## src/rtl/key_event_decoder.sv

```systemverilog
// Classifies debounced key strobes into short-press, long-press, double-click and auto-repeat pulses.
// Optional feature macro: KEY_REPEAT_EN (periodic repeat_pulse while the key is held after a long press).
module key_event_decoder #(
    parameter int unsigned LONG_CNT   = 25_000_000,
    parameter int unsigned DBL_CNT    = 15_000_000,
    parameter int unsigned REPEAT_CNT = 5_000_000,
    parameter int unsigned CNT_W      = 25
) (
    input  logic clk,
    input  logic rst_n,
    input  logic key_flag,
    input  logic key_state,
    output logic short_press,
    output logic long_press,
    output logic double_click,
    output logic repeat_pulse,
    output logic busy
);

    localparam logic [CNT_W-1:0] LONG_TC = CNT_W'(LONG_CNT - 1);
    localparam logic [CNT_W-1:0] DBL_TC  = CNT_W'(DBL_CNT - 1);

    typedef enum logic [4:0] {
        IDLE   = 5'b00001,
        PRESS1 = 5'b00010,
        WAIT2  = 5'b00100,
        PRESS2 = 5'b01000,
        HELD   = 5'b10000
    } state_t;

    state_t           r_state;
    logic [CNT_W-1:0] r_cnt;
    logic             r_short;
    logic             r_long;
    logic             r_double;
    logic             r_repeat;
    logic             r_busy;

    logic w_press;
    logic w_release;

    // Debounced edge qualified by the level it settled to.
    assign w_press   = key_flag & ~key_state;
    assign w_release = key_flag &  key_state;

`ifdef KEY_REPEAT_EN
    localparam logic [CNT_W-1:0] REPEAT_TC = CNT_W'(REPEAT_CNT - 1);
`else
    logic w_unused_repeat_cnt;
    assign w_unused_repeat_cnt = (REPEAT_CNT == 0);
`endif

    // Classification FSM; the leaving event always outranks a terminal count in the same cycle.
    always_ff @(posedge clk) begin
        if (!rst_n) begin
            r_state  <= IDLE;
            r_cnt    <= '0;
            r_short  <= 1'b0;
            r_long   <= 1'b0;
            r_double <= 1'b0;
            r_repeat <= 1'b0;
            r_busy   <= 1'b0;
        end else begin
            r_short  <= 1'b0;
            r_long   <= 1'b0;
            r_double <= 1'b0;
            r_repeat <= 1'b0;
            case (r_state)
                IDLE: begin
                    r_cnt <= '0;
                    if (w_press) begin
                        r_state <= PRESS1;
                        r_busy  <= 1'b1;
                    end else begin
                        r_busy  <= 1'b0;
                    end
                end
                PRESS1: begin
                    r_busy <= 1'b1;
                    if (w_release) begin
                        r_state <= WAIT2;
                        r_cnt   <= '0;
                    end else if (r_cnt == LONG_TC) begin
                        r_state <= HELD;
                        r_cnt   <= '0;
                        r_long  <= 1'b1;
                    end else begin
                        r_cnt   <= r_cnt + CNT_W'(1);
                    end
                end
                WAIT2: begin
                    if (w_press) begin
                        r_state <= PRESS2;
                        r_cnt   <= '0;
                        r_busy  <= 1'b1;
                    end else if (r_cnt == DBL_TC) begin
                        r_state <= IDLE;
                        r_cnt   <= '0;
                        r_short <= 1'b1;
                        r_busy  <= 1'b0;
                    end else begin
                        r_cnt   <= r_cnt + CNT_W'(1);
                        r_busy  <= 1'b1;
                    end
                end
                PRESS2: begin
                    r_cnt <= '0;
                    if (w_release) begin
                        r_state  <= IDLE;
                        r_double <= 1'b1;
                        r_busy   <= 1'b0;
                    end else begin
                        r_busy   <= 1'b1;
                    end
                end
                HELD: begin
                    if (w_release) begin
                        r_state <= IDLE;
                        r_cnt   <= '0;
                        r_busy  <= 1'b0;
                    end else begin
                        r_busy  <= 1'b1;
`ifdef KEY_REPEAT_EN
                        if (r_cnt == REPEAT_TC) begin
                            r_cnt    <= '0;
                            r_repeat <= 1'b1;
                        end else begin
                            r_cnt    <= r_cnt + CNT_W'(1);
                        end
`else
                        r_cnt   <= '0;
`endif
                    end
                end
                default: begin
                    r_state <= IDLE;
                    r_cnt   <= '0;
                    r_busy  <= 1'b0;
                end
            endcase
        end
    end

    assign short_press  = r_short;
    assign long_press   = r_long;
    assign double_click = r_double;
    assign busy         = r_busy;
`ifdef KEY_REPEAT_EN
    assign repeat_pulse = r_repeat;
`else
    assign repeat_pulse = 1'b0;

    logic w_unused_repeat_reg;
    assign w_unused_repeat_reg = r_repeat;
`endif

endmodule
```

## config.mk

```make
export PLATFORM = sky130hd
export DESIGN_NAME = key_event_decoder
export DESIGN_NICKNAME = d
export VERILOG_FILES = /design/src/rtl/key_event_decoder.sv
export SDC_FILE = /design/constraint.sdc
export NUM_CORES = 1
export LEC_CHECK = 0
export ABC_AREA = 1
export CORE_UTILIZATION = 40
export CTS_BUF_LIST = sky130_fd_sc_hd__clkbuf_8 sky130_fd_sc_hd__clkbuf_16
export DETAILED_ROUTE_END_ITERATION = 16
export SYNTH_ARGS = -nofsm -noshare
export SYNTH_HDL_FRONTEND = slang
export SYNTH_SLANG_ARGS = --single-unit
export TNS_END_PERCENT = 1
```

## constraint.sdc

```tcl
create_clock -name clk -period 1.6 [get_ports clk]
set_input_delay 0.24 -clock clk [delete_from_list [all_inputs] [get_ports clk]]
set_output_delay 0.24 -clock clk [all_outputs]
set_load 0.005 [all_outputs]
```

=== After elaboration in Yosys (flattened, before gate mapping) ===
Index checks and enable logic that the tools add are counted.

* Flip-flop bits (word level): 34
* Bits of input ports: 4
* Output and inout port bits: 5
* Word-level logic and storage cells: 49

* $add $sub $neg: 1
* Equal/unequal tests: 11
* Multiplexer cells: 20
* Bitwise operators: 6
* Reductions and logical operators: 5

{| class="wikitable"
|+ Operator list
! cell !! number
|-
| 25-bit two-way mux || 4
|-
| 25-bit one-hot mux with 2 select lines || 1
|-
| 5-bit two-way mux || 6
|-
| 25-bit by 1-bit adder with 25-bit output, second input constant || 1
|-
| 25-bit by 24-bit == test with 1-bit output, second input constant || 1
|-
| 25-bit == test, second input constant || 1
|-
| 5-bit one-hot mux with 4 select lines || 1
|-
| 1-bit two-way mux || 7
|-
| 3-bit inequality test, second input constant || 2
|-
| 3-bit OR reduction || 2
|-
| 5-bit by 1-bit == test with 1-bit output, second input constant || 1
|-
| 5-bit by 2-bit == test with 1-bit output, second input constant || 1
|-
| 5-bit by 3-bit == test with 1-bit output, second input constant || 1
|-
| 5-bit by 4-bit == test with 1-bit output, second input constant || 1
|-
| 5-bit == test, second input constant || 1
|-
| 1-bit NOT || 4
|-
| 1-bit one-hot mux with 4 select lines || 1
|-
| 4-bit AND reduction || 1
|-
| 1-bit AND || 2
|-
| 2-bit by 1-bit inequality test with 1-bit output, second input constant || 1
|-
| 2-bit inequality test, second input constant || 1
|-
| 2-bit AND reduction || 1
|-
| 2-bit OR reduction || 1
|}

=== Depth between registers and ports, before layout ===
* Word-level depth: 4
* Mapped depth: 11
* Gate-level depth less buffers: 11

=== Worst setup path after synthesis ===
Ideal clock, no wire load.

* Kind: reg-to-reg
* Start point: reg r_cnt[0]
* End point: reg r_cnt[22]
* Setup time: 0.115 ns
* Arrival time: 1.381 ns
* Data required time: 1.485 ns
* Setup slack: 0.105 ns
* Cell stages (with the launch flop): 12
* Path buffers: 1
* Clock period less this slack: 1.495 ns
* Cell sequence: dfxtp_1 -> ha_1 -> nand2_2 -> nor2_4 -> inv_2 -> nor2_1 -> nand2_1 -> nand2_2 -> nand2_4 -> nand2_4 -> buf_6 -> nor2_1

* Cells in the longest elaborated chain, start to end: 4
* Elaborated cells on any way between the ends: 8
* Classes of those cells: add/sub (1); eq/ne (2); mux (5)

{| class="wikitable"
|+ RTL lines
! element !! RTL line !! source
|-
| from (decl) || 32 || <nowiki>logic [CNT_W-1:0] r_cnt;</nowiki>
|-
| from (signal assigned) || 88 || <nowiki>r_cnt <= r_cnt + CNT_W'(1);</nowiki>
|-
| from (signal assigned) || 102 || <nowiki>r_cnt <= r_cnt + CNT_W'(1);</nowiki>
|-
| 25-bit by 1-bit adder with 25-bit output (tied with other cells) || 88, 102 ||
|-
| 25-bit two-way mux, on equally long branches || 96, 83 ||
|-
| 25-bit two-way mux, on equally long branches || 92, 80 ||
|-
| 25-bit one-hot mux with 2 select lines * || 68 || <nowiki>case (r_state)</nowiki>
|}

Mark *: on every way between the ends. The rest lies on a longest branch, timed or not.
A chain may end at the register's enable or synchronous reset.

=== Worst setup path after layout ===
* Start point: reg r_cnt[0]
* End point: reg r_cnt[14]

Same word-level chain as after synthesis.

==> key figures <==
Outcome
  – Status: completed

Power and ir drop
  – Worst vdd ir: 0.5214 mV
  – Static Leak: 0.8536 nW
  – Register share of total power: 51.3%
  – Comb power frac: 11.3%
  – Sw Share: 24.89%
  – Sw Pwr: 0.4293 mW
  – PwrDens: 752.0 nW/um^2
  – Int Power: 1.295 mW
  – Clock share of power: 37.4%

Timing
  – Final slew viol count: 0
  – RSZ-0062 raised after global routing: yes
  – Final worst clock skew: 0.005365 ns
  – PnR worst setup slack: 0.03560 ns
  – WHS: 0.4494 ns
  – Tcrit/Tclk final: 97.77%
  – Fin crit period: 1.564 ns
  – Final Hold Fails: 0
  – Fmax: 639.2 MHz
  – Final-report setup violation count: 0

Clocking
  – Worst-path clk slew: 0.07 ns
  – Clk_lat worst skew: 0.29 ns
  – CTS tree: done
  – Clock Root Buffer: clkbuf_8
  – Cts hold-fix bufs: 0
  – Num Clock Sinks: 34
  – Clock Tree Buf Depth: 2
  – CTS H-tree depth: 2
  – TritonCTS Buffers: 5

Routing
  – Routed wire length: 4.116 mm
  – Via count: 1,704
  – WL/cell: 11.83 microns
  – Drt drc: 0
  – Final ANT Viol Nets: 0
  – Max Used Layer: met4
  – Routed met2 length: 1.933 mm
  – Router iterations before antenna repair: 4
  – M1 wire length: 1.947 mm
  – Initial DRC count: 86
  – Via-per-instance ratio: 4.897
  – Met3 wire len: 215 microns

Critical path
  – Critical Path RT: 1.78 ns
  – Data arrival time of the critical path: 1.74 ns
  – Worst-path maximum fanout: 4
  – Type of the worst setup path: reg -> reg
  – Largest stage delay, worst path: 0.37 ns
  – Crit-path cells: ha_4 > nand2_4 > nor2_4 > buf_6 > nand4_1 > nor2_2 > nand2_2 > o22ai_2 > nor2_1
  – Critical Path Source Type: register
  – Endpoint type of the worst setup path: register
  – CP delay by family, top: simple AND/OR/NAND/NOR gates
  – Worst Path Buf+Inv: 1
  – CP max stage cell: dfxtp_4

Synthesis
  – Syn Inst Count: 259
  – Avg Cell Area, Syn: 6.889 sq um
  – Syn nets: 264
  – Unique masters post-synth: 28
  – Synth warn: 0
  – Synthesized cell area: 1784 sq um
  – Sequential share of the synthesized area: 38.15%
  – Yosys reg bits: 34

Die
  – Die H: 68.79 microns
  – I/O Pins: 9
  – Die width: 68.79 microns
  – Core Region: 4144 sq um
  – Die Outline Area: 4731 sq um
  – Starting Density: 43.06%
  – Cell Rows: 23

Placed design
  – DP Cell Count: 333
  – Dpl cell area: 2037 sq um
  – Final GP Congestion: 0.8710
  – Pre-CTS setup slack: -0.1146 ns
  – Input/output buffers: 7
  – HPWL Detailed: 2.908 mm

Layout
  – Synth-to-layout area growth: 28.54%
  – ANT cells: 0
  – Post-layout nets: 302
  – Layout cells sized above 1: 25.17%
  – Final design area excluding fillers: 2293 sq um
  – Layout Utilization: 55.34%
  – Commonest non-fill, non-tap cell in the layout: nor2_1
  – Final cell count without fillers: 348
  – Most frequent cells in the layout: 55 x nor2_1, 46 x nand2_1, 31 x inv_1

GRT
  – Largest net degree at the start of global routing: 24
  – Global-route wire length before repair: 6.472 mm
  – GRT Residual Overflow: 0
  – Total Routing Usage GR: 19.10%
  – Vias in the first global route: 1,480
  – Initial antenna violation count: 0

Job
  – Number of max-cap violations: 0

Min path
  – Worst hold path type: reg -> reg
-- power by group through the flow --
stage | clock [mW] | combinational [mW] | sequential, mW
4_1_cts | 0.672 | 0.188 | 0.885
5_1_grt | 0.720 | 0.218 | 0.886
2_1_floorplan | 0 | 0.122 | 0.902
3_5_place_dp | 0 | 0.186 | 0.905
3_3_place_gp | 0 | 0.189 | 0.904
6_report | 0.645 | 0.196 | 0.884
-- stage by stage --
| step | TNS, ns | power (mW) |
|---|---|---|
| CTS | 0 | 1.745 |
| finish | 0 | 1.725 |
| global route | -0.1598 | 1.825 |
| floorplan | 0 | 1.024 |
| global placement | -2.121 | 1.092 |
| detailed placement | -2.633 | 1.091 |
-- sequential cells by signal, summed over array words and instances (netlist names) --
register,cells
r_cnt,25
r_state,5
busy,1
double_click,1
long_press,1
short_press,1
-- Yosys cell counts (all sizes together) --
| master | count | area [sq um] |
|---|---|---|
| conb | 1 | 3.750 |
| o22ai | 1 | 6.260 |
| nor2 | 67 | 274.0 |
| nand4 | 12 | 81.33 |
| nor3 | 10 | 55.05 |
| xor2 | 12 | 105.1 |
| or2 | 2 | 12.51 |
| nand3 | 13 | 70.07 |
| nor4 | 2 | 12.51 |
| nand2 | 55 | 231.5 |
| buf | 3 | 30.03 |
| xnor2 | 2 | 17.52 |
| inv | 31 | 116.4 |
| a21oi | 10 | 57.56 |
| dfxtp | 34 | 680.7 |
| o21ai | 2 | 10.01 |
| nor3b | 1 | 7.510 |
| ha | 1 | 12.51 |
-- per-layer routing --
layer,track usage [%],up-vias
met5,0,-
met4,9.184,0
met3,4.934,2
met2,29.90,39
met1,24.30,772
li1,-,891
-- final timing paths --
path                            cells after the start                start                    to  slack (ns)
worst min-delay path                                1  r_cnt[0]$_SDFF_PN0_   r_cnt[0]$_SDFF_PN0_        0.45
worst max-delay path                                9  r_cnt[0]$_SDFF_PN0_  r_cnt[14]$_SDFF_PN0_        0.04
worst max register to register                      9  r_cnt[0]$_SDFF_PN0_  r_cnt[14]$_SDFF_PN0_        0.04
worst min register to register                      1  r_cnt[0]$_SDFF_PN0_   r_cnt[0]$_SDFF_PN0_        0.45
-- worst register-to-register path: cells and delay by family, from the launching register on --
kind	cells	cell delay, ns
AOI/OAI and AO/OA	1	0.15
adders and majority gates	1	0.15
buffers and inverters	1	0.13
DFF	1	0.37
and+or+nand+nor	6	0.67
-- cells by family (layout without fill, tap and decap cells) --
family                     after synthesis  after routing  synth area share (%)
and+or+nand+nor                        162            162                 41.72
xor gates and xnor gates                14             14                 6.873
adders and majority gates                1              1                0.7012
buffers and inverters                   34             73                 8.205
AOI/OAI and AO/OA                       13             13                 4.138
DFF                                     34             34                 38.15
other                                    1              1                0.2102
-- final cells by class --
| type | count | area (sq um) |
|---|---|---|
| clock buffer | 6 | 82.58 |
| fill | 410 | 1851 |
| multi-input combinational | 191 | 1059 |
| clock inverter | 2 | 8.758 |
| inverter | 31 | 116.4 |
| sequential | 34 | 688.2 |
| tap | 50 | 62.56 |
| timing repair buffer | 34 | 276.5 |
-- repair_timing --
action / 4_1_cts / 5_1_grt
setup buffers: 0 / 7
endpoints found under the hold margin: 0 / 0
gates resized for setup: 3 / 28
setup endpoints to repair: 23 / 28
pin swaps: 0 / 12
(Power assumes the default switching activity.)
